## src/rtl/fetch_pkg.sv

```systemverilog
// Shared definitions for the fetch stage: FSM encoding, reset defaults and
// the redirect-priority encoding used by the target mux.
package fetch_pkg;

    typedef enum logic [1:0] {
        IDLE  = 2'd0,
        FETCH = 2'd1,
        HOLD  = 2'd2,
        DRAIN = 2'd3
    } fetch_state_e;

    localparam logic [31:0] DEF_RESET_PC = 32'h0040_0000;
    localparam logic [31:0] DEF_NOP_INST = 32'h0000_0000;

    typedef enum logic [1:0] {
        SEL_NONE   = 2'd0,
        SEL_BRANCH = 2'd1,
        SEL_JR     = 2'd2,
        SEL_JUMP   = 2'd3
    } redir_sel_e;

    // Branch outranks jr, which outranks jump.
    function automatic redir_sel_e redir_pick(input logic branch_taken,
                                              input logic jr,
                                              input logic jump);
        if (branch_taken) return SEL_BRANCH;
        if (jr)           return SEL_JR;
        if (jump)         return SEL_JUMP;
        return SEL_NONE;
    endfunction

    function automatic logic [31:0] align_word(input logic [31:0] addr);
        return {addr[31:2], 2'b00};
    endfunction

endpackage

```

## src/rtl/next_pc_sel.sv

```systemverilog
// Redirect target mux: picks the winning redirect source and word-aligns it.
module next_pc_sel
    import fetch_pkg::*;
(
    input  logic        branch_taken,
    input  logic [31:0] branch_target,
    input  logic        jr,
    input  logic [31:0] jr_target,
    input  logic        jump,
    input  logic [31:0] jump_target,
    output logic        any_redir,
    output logic [31:0] target
);

    redir_sel_e  sel;
    logic [31:0] raw_target;

    always_comb begin
        sel        = redir_pick(branch_taken, jr, jump);
        raw_target = '0;
        case (sel)
            SEL_BRANCH: raw_target = branch_target;
            SEL_JR:     raw_target = jr_target;
            SEL_JUMP:   raw_target = jump_target;
            default:    raw_target = '0;
        endcase
        target    = align_word(raw_target);
        any_redir = (sel != SEL_NONE);
    end

endmodule

```

## src/rtl/fetch_pc_ctrl.sv

```systemverilog
// MIPS fetch stage: PC/request FSM, one-entry skid buffer for back-pressure,
// and the IF/ID pipeline register.
module fetch_pc_ctrl
    import fetch_pkg::*;
#(
    parameter logic [31:0] RESET_PC = DEF_RESET_PC,
    parameter logic [31:0] NOP_INST = DEF_NOP_INST
) (
    input  logic        clk,
    input  logic        reset,
    output logic        imem_req,
    output logic [31:0] imem_addr,
    input  logic        imem_ready,
    input  logic [31:0] imem_rdata,
    input  logic        id_stall,
    input  logic        branch_taken,
    input  logic [31:0] branch_target,
    input  logic        jump,
    input  logic [31:0] jump_target,
    input  logic        jr,
    input  logic [31:0] jr_target,
    output logic        if_valid,
    output logic [31:0] if_inst,
    output logic [31:0] if_pc,
    output logic        flush_ifid
);

    fetch_state_e state, state_n;
    logic [31:0]  pc, pc_n;
    logic [31:0]  req_addr, req_addr_n;
    logic [31:0]  skid_inst, skid_pc;
    logic         skid_load, ifid_mem, ifid_skid, ifid_bubble;
    logic         any_redir, redir;
    logic [31:0]  target;

    next_pc_sel u_next_pc_sel (
        .branch_taken  (branch_taken),
        .branch_target (branch_target),
        .jr            (jr),
        .jr_target     (jr_target),
        .jump          (jump),
        .jump_target   (jump_target),
        .any_redir     (any_redir),
        .target        (target)
    );

    // A redirect only counts when the instruction that caused it is live in ID.
    assign redir      = if_valid & ~id_stall & any_redir;
    assign flush_ifid = redir;
    assign imem_req   = (state == FETCH) || (state == DRAIN);
    assign imem_addr  = req_addr;

    always_comb begin
        state_n     = state;
        pc_n        = pc;
        req_addr_n  = req_addr;
        skid_load   = 1'b0;
        ifid_mem    = 1'b0;
        ifid_skid   = 1'b0;
        case (state)
            IDLE: begin
                state_n    = FETCH;
                req_addr_n = pc;
            end
            FETCH: begin
                if (imem_ready) begin
                    if (redir) begin
                        pc_n       = target;
                        req_addr_n = target;
                    end else if (!id_stall) begin
                        ifid_mem   = 1'b1;
                        pc_n       = req_addr + 32'd4;
                        req_addr_n = req_addr + 32'd4;
                    end else begin
                        skid_load = 1'b1;
                        pc_n      = req_addr + 32'd4;
                        state_n   = HOLD;
                    end
                end else if (redir) begin
                    // The outstanding request cannot be withdrawn; wait it out.
                    pc_n    = target;
                    state_n = DRAIN;
                end
            end
            HOLD: begin
                if (redir) begin
                    pc_n       = target;
                    req_addr_n = target;
                    state_n    = FETCH;
                end else if (!id_stall) begin
                    ifid_skid  = 1'b1;
                    req_addr_n = pc;
                    state_n    = FETCH;
                end
            end
            DRAIN: begin
                if (redir) pc_n = target;
                if (imem_ready) begin
                    req_addr_n = pc_n;
                    state_n    = FETCH;
                end
            end
            default: state_n = IDLE;
        endcase
        ifid_bubble = redir | (~id_stall & ~ifid_mem & ~ifid_skid);
    end

    always_ff @(posedge clk or negedge reset) begin
        if (!reset) begin
            state    <= IDLE;
            pc       <= RESET_PC;
            req_addr <= RESET_PC;
        end else begin
            state    <= state_n;
            pc       <= pc_n;
            req_addr <= req_addr_n;
        end
    end

    always_ff @(posedge clk or negedge reset) begin
        if (!reset) begin
            skid_inst <= NOP_INST;
            skid_pc   <= '0;
        end else if (skid_load) begin
            skid_inst <= imem_rdata;
            skid_pc   <= req_addr;
        end
    end

    // IF/ID register
    always_ff @(posedge clk or negedge reset) begin
        if (!reset) begin
            if_valid <= 1'b0;
            if_inst  <= NOP_INST;
            if_pc    <= '0;
        end else if (ifid_bubble) begin
            if_valid <= 1'b0;
            if_inst  <= NOP_INST;
        end else if (ifid_mem) begin
            if_valid <= 1'b1;
            if_inst  <= imem_rdata;
            if_pc    <= req_addr;
        end else if (ifid_skid) begin
            if_valid <= 1'b1;
            if_inst  <= skid_inst;
            if_pc    <= skid_pc;
        end
    end

endmodule

```

## config.mk

```make
export PLATFORM = sky130hd
export DESIGN_NAME = fetch_pc_ctrl
export DESIGN_NICKNAME = d
export VERILOG_FILES = /design/src/rtl/fetch_pkg.sv /design/src/rtl/next_pc_sel.sv /design/src/rtl/fetch_pc_ctrl.sv
export SDC_FILE = /design/constraint.sdc
export NUM_CORES = 1
export LEC_CHECK = 0
export CELL_PAD_IN_SITES_DETAIL_PLACEMENT = 2
export CELL_PAD_IN_SITES_GLOBAL_PLACEMENT = 2
export CORE_MARGIN = 2
export CORE_UTILIZATION = 34
export DETAILED_ROUTE_END_ITERATION = 10
export PLACE_DENSITY_LB_ADDON = 0.1
export SLEW_MARGIN = 20
export SYNTH_ARGS = -nofsm -noshare
export SYNTH_HDL_FRONTEND = slang
export SYNTH_SLANG_ARGS = --single-unit
```

## constraint.sdc

```tcl
create_clock -name clk -period 4.4 [get_ports clk]
set_input_delay 0.88 -clock clk [delete_from_list [all_inputs] [get_ports clk]]
set_output_delay 0.88 -clock clk [all_outputs]
set_load 0.05 [all_outputs]
```

=== Word level (Yosys, flattened, before mapping) ===
Cells that the tools add are included.

* Word-level logic and storage cells: 90
* Bits in read-only memories: 0
* Memory bits (writable): 0
* Bits in latches: 0
* Register bits after elaboration: 195
* Input bits: 135
* Memories: 0
* Output and inout bits: 99

* Shift operators: 0
* Div/mod/pow operators: 0
* Bitwise gates (word level): 9
* Multipliers: 0
* Reductions and logical operators: 10
* Add/subtract/negate cells: 1
* Eq/ne operators: 13
* Multiplexer cells: 49
* $lt $le $gt $ge: 0

{| class="wikitable"
|+ Operators with widths
! operator !! count
|-
| $mux 32 || 14
|-
| $pmux 32 s4 || 1
|-
| $pmux 32 s3 || 1
|-
| $pmux 32 s2 || 1
|-
| $add 32x3->32 const B || 1
|-
| $mux 2 || 13
|-
| $mux 1 || 18
|-
| $ne 3x3->1 const B || 5
|-
| $eq 2x2->1 const B || 4
|-
| $pmux 2 s4 || 1
|-
| $reduce_bool 2->1 || 3
|-
| $reduce_and 5->1 || 1
|-
| $and 1x1->1 || 4
|-
| $eq 2x1->1 const B || 2
|-
| $ne 2x2->1 const B || 2
|-
| $not 1->1 || 4
|-
| $reduce_and 4->1 || 1
|-
| $reduce_bool 3->1 || 1
|-
| $logic_not 2->1 || 1
|-
| $reduce_and 2->1 || 1
|-
| $reduce_or 2->1 || 1
|-
| $logic_or 1x1->1 || 1
|-
| $or 1x1->1 || 1
|}

=== Depth between registers and ports, before layout ===
Gate-level depths: netlist of the first run.

* Depth in word-level cells: 18
* Depth in mapped cells: 9
* Mapped depth without buffers: 6

=== Hierarchy ===
Synthesis of the first run repeated with hierarchy kept, for this count alone.

* Cells, all modules: 1126
* Area total of the unflattened synthesis: 10664.0 µm²

{| class="wikitable"
|+ By module, submodules not included
! module !! area an instance (µm²) !! cells an instance !! sequential area each (µm²) !! instances
|-
| fetch_pc_ctrl || 9808.2 || 985 || 4882.2 || 1
|-
| next_pc_sel || 855.8 || 141 || 0.0 || 1
|}

=== Least setup slack after synthesis of the first run ===
OpenSTA, ideal clock, no wires.

* Path type: input to output
* From: input jump
* To: output flush_ifid
* Stages on the path: 5
* Data arrival time: 2.068 ns
* Path slack: 1.452 ns
* Path buffers: 2
* Required time: 3.520 ns
* Cell sequence: buf_2 or3_1 nand2_1 inv_2 clkbuf_1

* Word-level cells in the longest chain between the ends: 8
* Elaborated cells between the ends (all ways): 9
* Those cells by class: mux: 7; bitwise: 1; reduce/logical: 1

{| class="wikitable"
|+ Ends and longest elaborated chain
! element !! RTL line !! text
|-
| start, declared || fetch_pc_ctrl.sv:18 || <nowiki>input logic jump,</nowiki>
|-
| $mux 1 (2 in series) || fetch_pkg.sv:28 || <nowiki>if (jump) return SEL_JUMP;</nowiki>
|-
| $mux 1 || fetch_pkg.sv:27 || <nowiki>if (jr) return SEL_JR;</nowiki>
|-
| $mux 2 (*) || fetch_pkg.sv:29 || <nowiki>return SEL_NONE;</nowiki>
|-
| $mux 2 (*) || fetch_pkg.sv:28 ||
|-
| $mux 2 (*) || fetch_pkg.sv:27 ||
|-
| $reduce_bool 2->1 (*) || next_pc_sel.sv:28 || <nowiki>any_redir = (sel != SEL_NONE);</nowiki>
|-
| $and 1x1->1 (*) || fetch_pc_ctrl.sv:48 || <nowiki>assign redir = if_valid & ~id_stall & any_redir;</nowiki>
|-
| end, declared || fetch_pc_ctrl.sv:25 || <nowiki>output logic flush_ifid</nowiki>
|}

Every way passes the cells marked *; elsewhere a longest branch is shown, timed or not. The select of a mux whose other input is x is not followed.

=== Final worst setup path of the first run ===
* From: input branch_taken
* To: output flush_ifid

* Word-level cells in the longest chain between the ends: 4

{| class="wikitable"
|+ Ends and longest elaborated chain
! element !! RTL line !! text
|-
| start, declared || fetch_pc_ctrl.sv:16 || <nowiki>input logic branch_taken,</nowiki>
|-
| $mux 1 || fetch_pkg.sv:26 || <nowiki>if (branch_taken) return SEL_BRANCH;</nowiki>
|-
| $mux 2 || fetch_pkg.sv:27 ||
|-
| $reduce_bool 2->1 || next_pc_sel.sv:28 ||
|-
| $and 1x1->1 || fetch_pc_ctrl.sv:48 ||
|}

Every way passes these cells.

==> results by group, run 1 <==
STA
  • Slew Viols, Final: 0
  • Worst clock skew: 11.9 ps
  • Slew headroom: 31.4%
  • Final Cycle Share: 75.7%
  • Final setup violation count: 0
  • Min Tclk post-route: 3330 ps
  • Max frequency: 300 MHz
  • Tightest Pin Transition: 1030 ps
  • Final hold violation count: 0
  • Fin Setup TNS: 0 ps
  • RSZ-0062 raised after global routing: false
  • Worst Slack Setup Final: 1070 ps

Synthesis
  • Synth Flop Type: dfrtp_1
  • Syn Inst Count: 1083
  • Post-synthesis sequential area ratio: 46.6%
  • Area leader, netlist: dfrtp_1
  • Synth warn: 0
  • Synth top cells by count: dfrtp_1 (193), nand2_1 (128), o21ai_0 (114), clkbuf_1 (63), mux2_2 (61)
  • Post-synth cell types: 75
  • Synthesized flop and latch total: 195
  • Synthesized area: 10500 um^2
  • Area share of the largest cell type after synthesis: 46.1%
  • Mapped Avg Cell Area: 9.67 um^2
  • Syn Nets: 1219
  • Async SR Flop Fraction: 100%
  • Count leader, synth: dfrtp_1
  • Synth area leaders: dfrtp_1 (46%), mux2_2 (6.6%), o21ai_0 (5.4%)
  • Post-synth EDFFs: 0

Global route
  • Pin count of the biggest net entering global routing: 96
  • First-pass GRT wire length: 63400 um
  • Total grt overflow: 0
  • Initial antenna violation count: 0
  • Global-route usage over all layers: 24.9%
  • Vias in the first global route: 10500

Clock network
  • Post-CTS resize count: 0
  • Clk slew on worst S/H paths: 70 ps
  • TritonCTS clock tree: yes
  • Post-CTS setup buffers: 0
  • CTS hold repair buffers: 0
  • Number of CTS-inserted buffers: 17
  • # H-tree levels: 4
  • CTS Root Cell: clkbuf_16
  • Clock Latency Late Sink: 450 ps
  • Clock tree buffer depth: 2
  • Clk sinks: 195

Floorplanning
  • Core Box Area: 30400 um^2
  • Initial core utilization: 34.4%
  • Site Rows: 64
  • Vert. Die Dim: 179 um
  • Full die area: 32200 um^2
  • Die X: 179 um
  • I/O pins: 234

Detailed routing
  • First-pass iteration count of the detailed router: 7
  • DRC: 0
  • Final Routed Wirelength: 39900 um
  • 1st-iter DRT viols: 635
  • Post-DRT Antenna Nets: 0
  • WL per Instance: 23.9 um
  • Via count: 9812
  • Vias per Instance: 5.87

Cells and area
  • Layout cells sized above 1: 12.8%
  • Area Growth Syn to Fin: 30.6%
  • Nets: 1402
  • Non-Filler Instances: 1672
  • Diodes inserted: 0

Placed design
  • GPL Wtd Cong: 0.775
  • # port buffers: 227
  • Placed wire-length estimate: 27600 um
  • DP Worst Slack: 901 ps
  • Cell count after placement: 1643

Worst setup path
  • Critical path's slowest cell: or3_1
  • CP max stage delay: 510 ps
  • Critical path, cell by cell: clkdlybuf4s50_1, or3_1, nand2_1, inv_2, buf_4
  • Critical Path End Type: output port
  • Critical Path Fanout Max: 9
  • CP arrival: 2450 ps
  • Worst path required time: 3520 ps
  • Critical path class: in2out
  • Worst setup SP type: primary input

Min path
  • Worst hold path class: in2async

Job
  • Max-cap violation count: 0

Outcome
  • Status: complete, no violations

Pwr
  • PwrDens: 690 nW/um^2
  • Maximum vdd drop: 0.321 mV
  • P_leak: 5.53 nW
==> metrics by stage <==
stage / instance area (um^2) / power (W) / hold WS (ps) / utilization (%)
final: 13700 / 0.00944 / 477 / 45.0
after global routing: 13700 / 0.0100 / 516 / 45.0
after CTS: 13700 / 0.00951 / 486 / 45.0
after detailed placement: 13100 / 0.00788 / 471 / 43.1
after global placement: 13100 / 0.00769 / 461 / 43.1
after floorplan: 10500 / 0.00614 / 450 / -
==> report_power, final <==
part	switching [W]	total (W)	internal, W
registers	0.000872	0.00342	0.00254
clock network	0.000720	0.00158	0.000859
logic	0.00274	0.00444	0.00170
total	0.00433	0.00944	0.00511
==> critical path, delay by kind of cell <==
kind	cells	cell delay (ps)
buf+inv	3	840
simple gates	2	730
==> routing by layer <==
| metal | routed length [um] | part of all wire (%) | global-route usage, % | vias to the layer above |
|---|---|---|---|---|
| li1 | - | - | - | 4406 |
| met1 | 18400 | 46 | 34.7 | 5047 |
| met2 | 18700 | 47 | 40.4 | 316 |
| met3 | 2180 | 5.5 | 4.78 | 43 |
| met4 | 617 | 1.5 | 5.50 | 0 |
| met5 | 0 | 0 | 0 | - |
==> worst paths after layout <==
kind,cells past startpoint,slack (ps),to,from
max in group asynchronous,2,2930,state[1],reset
max reg2reg,5,1420,pc[13],state[1]
max,5,1070,flush_ifid,branch_taken
min reg2reg,2,480,if_pc[1],if_pc[1]
min in group clk,2,480,if_pc[1],if_pc[1]
min,1,480,if_inst[10],reset
==> state kept, by name, indices dropped and copies added, names as in the netlist <==
| register | flops |
|---|---|
| imem_addr | 32 |
| if_valid | 1 |
| if_pc | 32 |
| pc | 32 |
| skid_pc | 32 |
| if_inst | 32 |
| state | 2 |
| skid_inst | 32 |
==> kinds of logic (layout without fill, tap and decap cells) <==
| kind of cell | Yosys count | after routing | share of synthesized area [%] |
|---|---|---|---|
| buf+inv | 108 | 301 | 4.36 |
| mux | 92 | 92 | 9.52 |
| compound gates | 366 | 366 | 23.4 |
| simple gates | 299 | 299 | 14.1 |
| fa+ha+maj | 1 | 1 | 0.119 |
| flops | 195 | 195 | 46.6 |
| xor+xnor | 22 | 22 | 1.84 |
==> cells in the final DEF, fill, tap and decap left out, drive strengths merged, types with 6 or more instances in the layout <==
| cell type | count |
|---|---|
| a21oi | 44 |
| a221o | 17 |
| a221oi | 18 |
| a311oi | 8 |
| a31o | 6 |
| a31oi | 30 |
| and2 | 12 |
| and4 | 7 |
| buf | 35 |
| clkbuf | 21 |
| clkdlybuf4s50 | 224 |
| dfrtp | 193 |
| inv | 12 |
| mux2 | 61 |
| mux2i | 31 |
| nand2 | 130 |
| nand2b | 8 |
| nand3 | 26 |
| nand3b | 8 |
| nand4 | 12 |
| nor2 | 45 |
| nor2b | 10 |
| nor3 | 15 |
| nor4 | 9 |
| o211ai | 10 |
| o21ai | 115 |
| o221a | 7 |
| o221ai | 9 |
| o22a | 7 |
| o22ai | 42 |
| xnor2 | 11 |
| xor2 | 11 |
==> final cells by class <==
class / instances / area [um^2]
fillers: 3231 / 16800
flip-flops and latches: 195 / 4880
repair buffers: 260 / 2530
clock inverters: 9 / 108
inverters: 12 / 45.0
clock buffers: 20 / 457
multi-input cells: 780 / 5160
well taps: 396 / 495
(Power assumes the default switching activity.)
==> run 2: changes to the inputs <==
--- a/config.mk
+++ b/config.mk
@@ -8,7 +8,7 @@
 export CELL_PAD_IN_SITES_DETAIL_PLACEMENT = 2
 export CELL_PAD_IN_SITES_GLOBAL_PLACEMENT = 2
 export CORE_MARGIN = 2
-export CORE_UTILIZATION = 34
+export CORE_UTILIZATION = 28
 export DETAILED_ROUTE_END_ITERATION = 10
 export PLACE_DENSITY_LB_ADDON = 0.1
 export SLEW_MARGIN = 20
==> constraint.sdc (replaced) <==
create_clock -name clk -period 2.94 [get_ports clk]
set_input_delay 0.588 -clock clk [delete_from_list [all_inputs] [get_ports clk]]
set_output_delay 0.588 -clock clk [all_outputs]
set_load 0.05 [all_outputs]
==> run 2 against run 1 <==
Net effect:
- cell area up 5.4%
- clock skew increased by 7.6 ps
- largest power group unchanged
- non-clock buffer count rose by 61
- combinational power rose by 65%
- sequential cell count unchanged
- register-to-register slack got worse by 850 ps
- total power up 54%
- wire length up 5.4%
- sequential share of layout area shrank 1.8 points
- worst setup slack worse by 930 ps
==> results by group, run 2 (synthesis gave the netlist of run 1 again) <==
Placed design
  • Cell count after placement: 1776
  • GPL Wtd Cong: 0.795
  • Placed wire-length estimate: 30600 um
  • Post-placement cell area: 13800 um^2
  • # port buffers: 227

Worst setup path
  • Critical path's slowest cell: clkdlybuf4s50_1
  • Critical Path End Type: output port
  • Critical path, cell by cell: clkdlybuf4s50_1, or3_1, nand2_1, inv_2, buf_4
  • Worst setup SP type: primary input
  • Worst path required time: 2350 ps
  • Critical path class: in2out
  • CP max stage delay: 510 ps
  • CP arrival: 2210 ps
  • Critical Path Fanout Max: 13

STA
  • Slew Viols, Final: 0
  • Slew headroom: 29.9%
  • Fin Setup TNS: 0 ps
  • Min Tclk post-route: 2800 ps
  • Final hold violation count: 0
  • Max frequency: 358 MHz
  • Worst clock skew: 19.5 ps
  • Final setup violation count: 0
  • WHS: 99.5 ps
  • RSZ-0062 raised after global routing: false
  • Tightest Pin Transition: 1040 ps
  • Final Cycle Share: 95.1%

Clock network
  • CTS hold repair buffers: 0
  • Clk slew on worst S/H paths: 70 ps
  • TritonCTS clock tree: yes
  • Clk sinks: 195
  • Post-CTS setup buffers: 0
  • Post-CTS resize count: 0
  • Number of CTS-inserted buffers: 17
  • # H-tree levels: 4
  • CTS Root Cell: clkbuf_16
  • Clock tree buffer depth: 2
  • Clock Latency Late Sink: 450 ps

Job
  • Max-cap violation count: 0

Pwr
  • PwrDens: 1010 nW/um^2
  • Pwr Total: 0.0145 W
  • Maximum vdd drop: 0.316 mV
  • P_leak: 5.89 nW

Cells and area
  • Most frequent cells in the layout: clkdlybuf4s50_1 (223), dfrtp_1 (193), nand2_1 (127)
  • Non-Filler Instances: 1808
  • Nets: 1463
  • Commonest non-fill, non-tap cell in the layout: clkdlybuf4s50_1
  • Layout cells sized above 1: 16.9%
  • Diodes inserted: 0
  • Final Cell Area: 14400 um^2
  • Area Growth Syn to Fin: 37.6%

Global route
  • Pin count of the biggest net entering global routing: 55
  • Global-route usage over all layers: 21.8%
  • Met2 Track Usage GR: 35.4%
  • Initial antenna violation count: 0
  • Vias in the first global route: 10600
  • Total grt overflow: 0
  • First-pass GRT wire length: 64700 um
  • Grt peak-use layer: met2
  • Met3 GRT Util: 3.93%
  • GRT met1 Usage: 30.2%

Detailed routing
  • 1st-iter DRT viols: 484
  • Via count: 9951
  • Final Routed Wirelength: 42000 um
  • Post-DRT Antenna Nets: 0
  • DRC: 0
  • WL per Instance: 23.3 um
  • First-pass iteration count of the detailed router: 5
  • Vias per Instance: 5.50

Floorplanning
  • Initial core utilization: 28.5%
  • Core Box Area: 36700 um^2
  • Vert. Die Dim: 197 um
  • Die X: 197 um
  • Full die area: 39000 um^2
  • Site Rows: 70
  • I/O pins: 234

Outcome
  • Status: complete, no violations

Min path
  • Worst hold path class: in2async
==> run 2: cell types whose count changed in the layout (fill, tap and decap cells not counted), sizes merged <==
cell and change:
clkinvlp +2, clkdlybuf4s50 -1, bufinv -1, buf +62, clkbuf -1, inv +3
==> run 2: cell type report <==
type                       count  area [um^2]
inverter                      12         45.0
clock buffer                  19          453
multi-input combinational    780         5160
tap                          468          586
clock inverter                13          125
timing repair buffer         321         3160
sequential                   195         4880
fill                        3957        22300
==> run 2: per-layer routing <==
layer,part of all wire (%),vias up
met5,0,-
met4,1.1,0
met3,5.7,36
met2,46,283
met1,47,5080
li1,-,4552
==> run 2: where the power goes <==
part | internal [W] | switching, W
Combinational | 0.00284 | 0.00448
Sequential | 0.00381 | 0.00104
Clock | 0.00123 | 0.00115
Total | 0.00787 | 0.00666
==> run 2: per-stage QoR <==
step | setup slack, ps | util [%]
final | 144 | 39.3
after global routing | 1.20 | 39.3
after CTS | 123 | 39.3
after detailed placement | -104 | 37.7
after global placement | 16.3 | 37.7
after floorplan | 422 | -
==> run 2: final timing paths <==
kind	start	end	slack, ps	cells after the start
setup / recovery	branch_taken	flush_ifid	140	5
min in group clk	if_pc[28]	if_pc[28]	480	2
max in group asynchronous	reset	pc[22]	2110	2
setup reg to reg	if_valid	imem_addr[3]	570	6
hold / removal	reset	if_inst[7]	100	1
hold reg to reg	if_pc[28]	if_pc[28]	480	2
==> run 2: critical path, delay by kind of cell <==
kind          cells  cell delay [ps]
buf+inv           3              960
simple gates      2              660
==> run 3: changes to the inputs <==
--- a/config.mk
+++ b/config.mk
@@ -9,6 +9,7 @@
 export CELL_PAD_IN_SITES_GLOBAL_PLACEMENT = 2
 export CORE_MARGIN = 2
 export CORE_UTILIZATION = 28
+export CTS_CLUSTER_SIZE = 24
 export DETAILED_ROUTE_END_ITERATION = 10
 export PLACE_DENSITY_LB_ADDON = 0.1
 export SLEW_MARGIN = 20
==> results of run 3 <==
The final DEF is identical to that of run 2; final timing and power are the same.
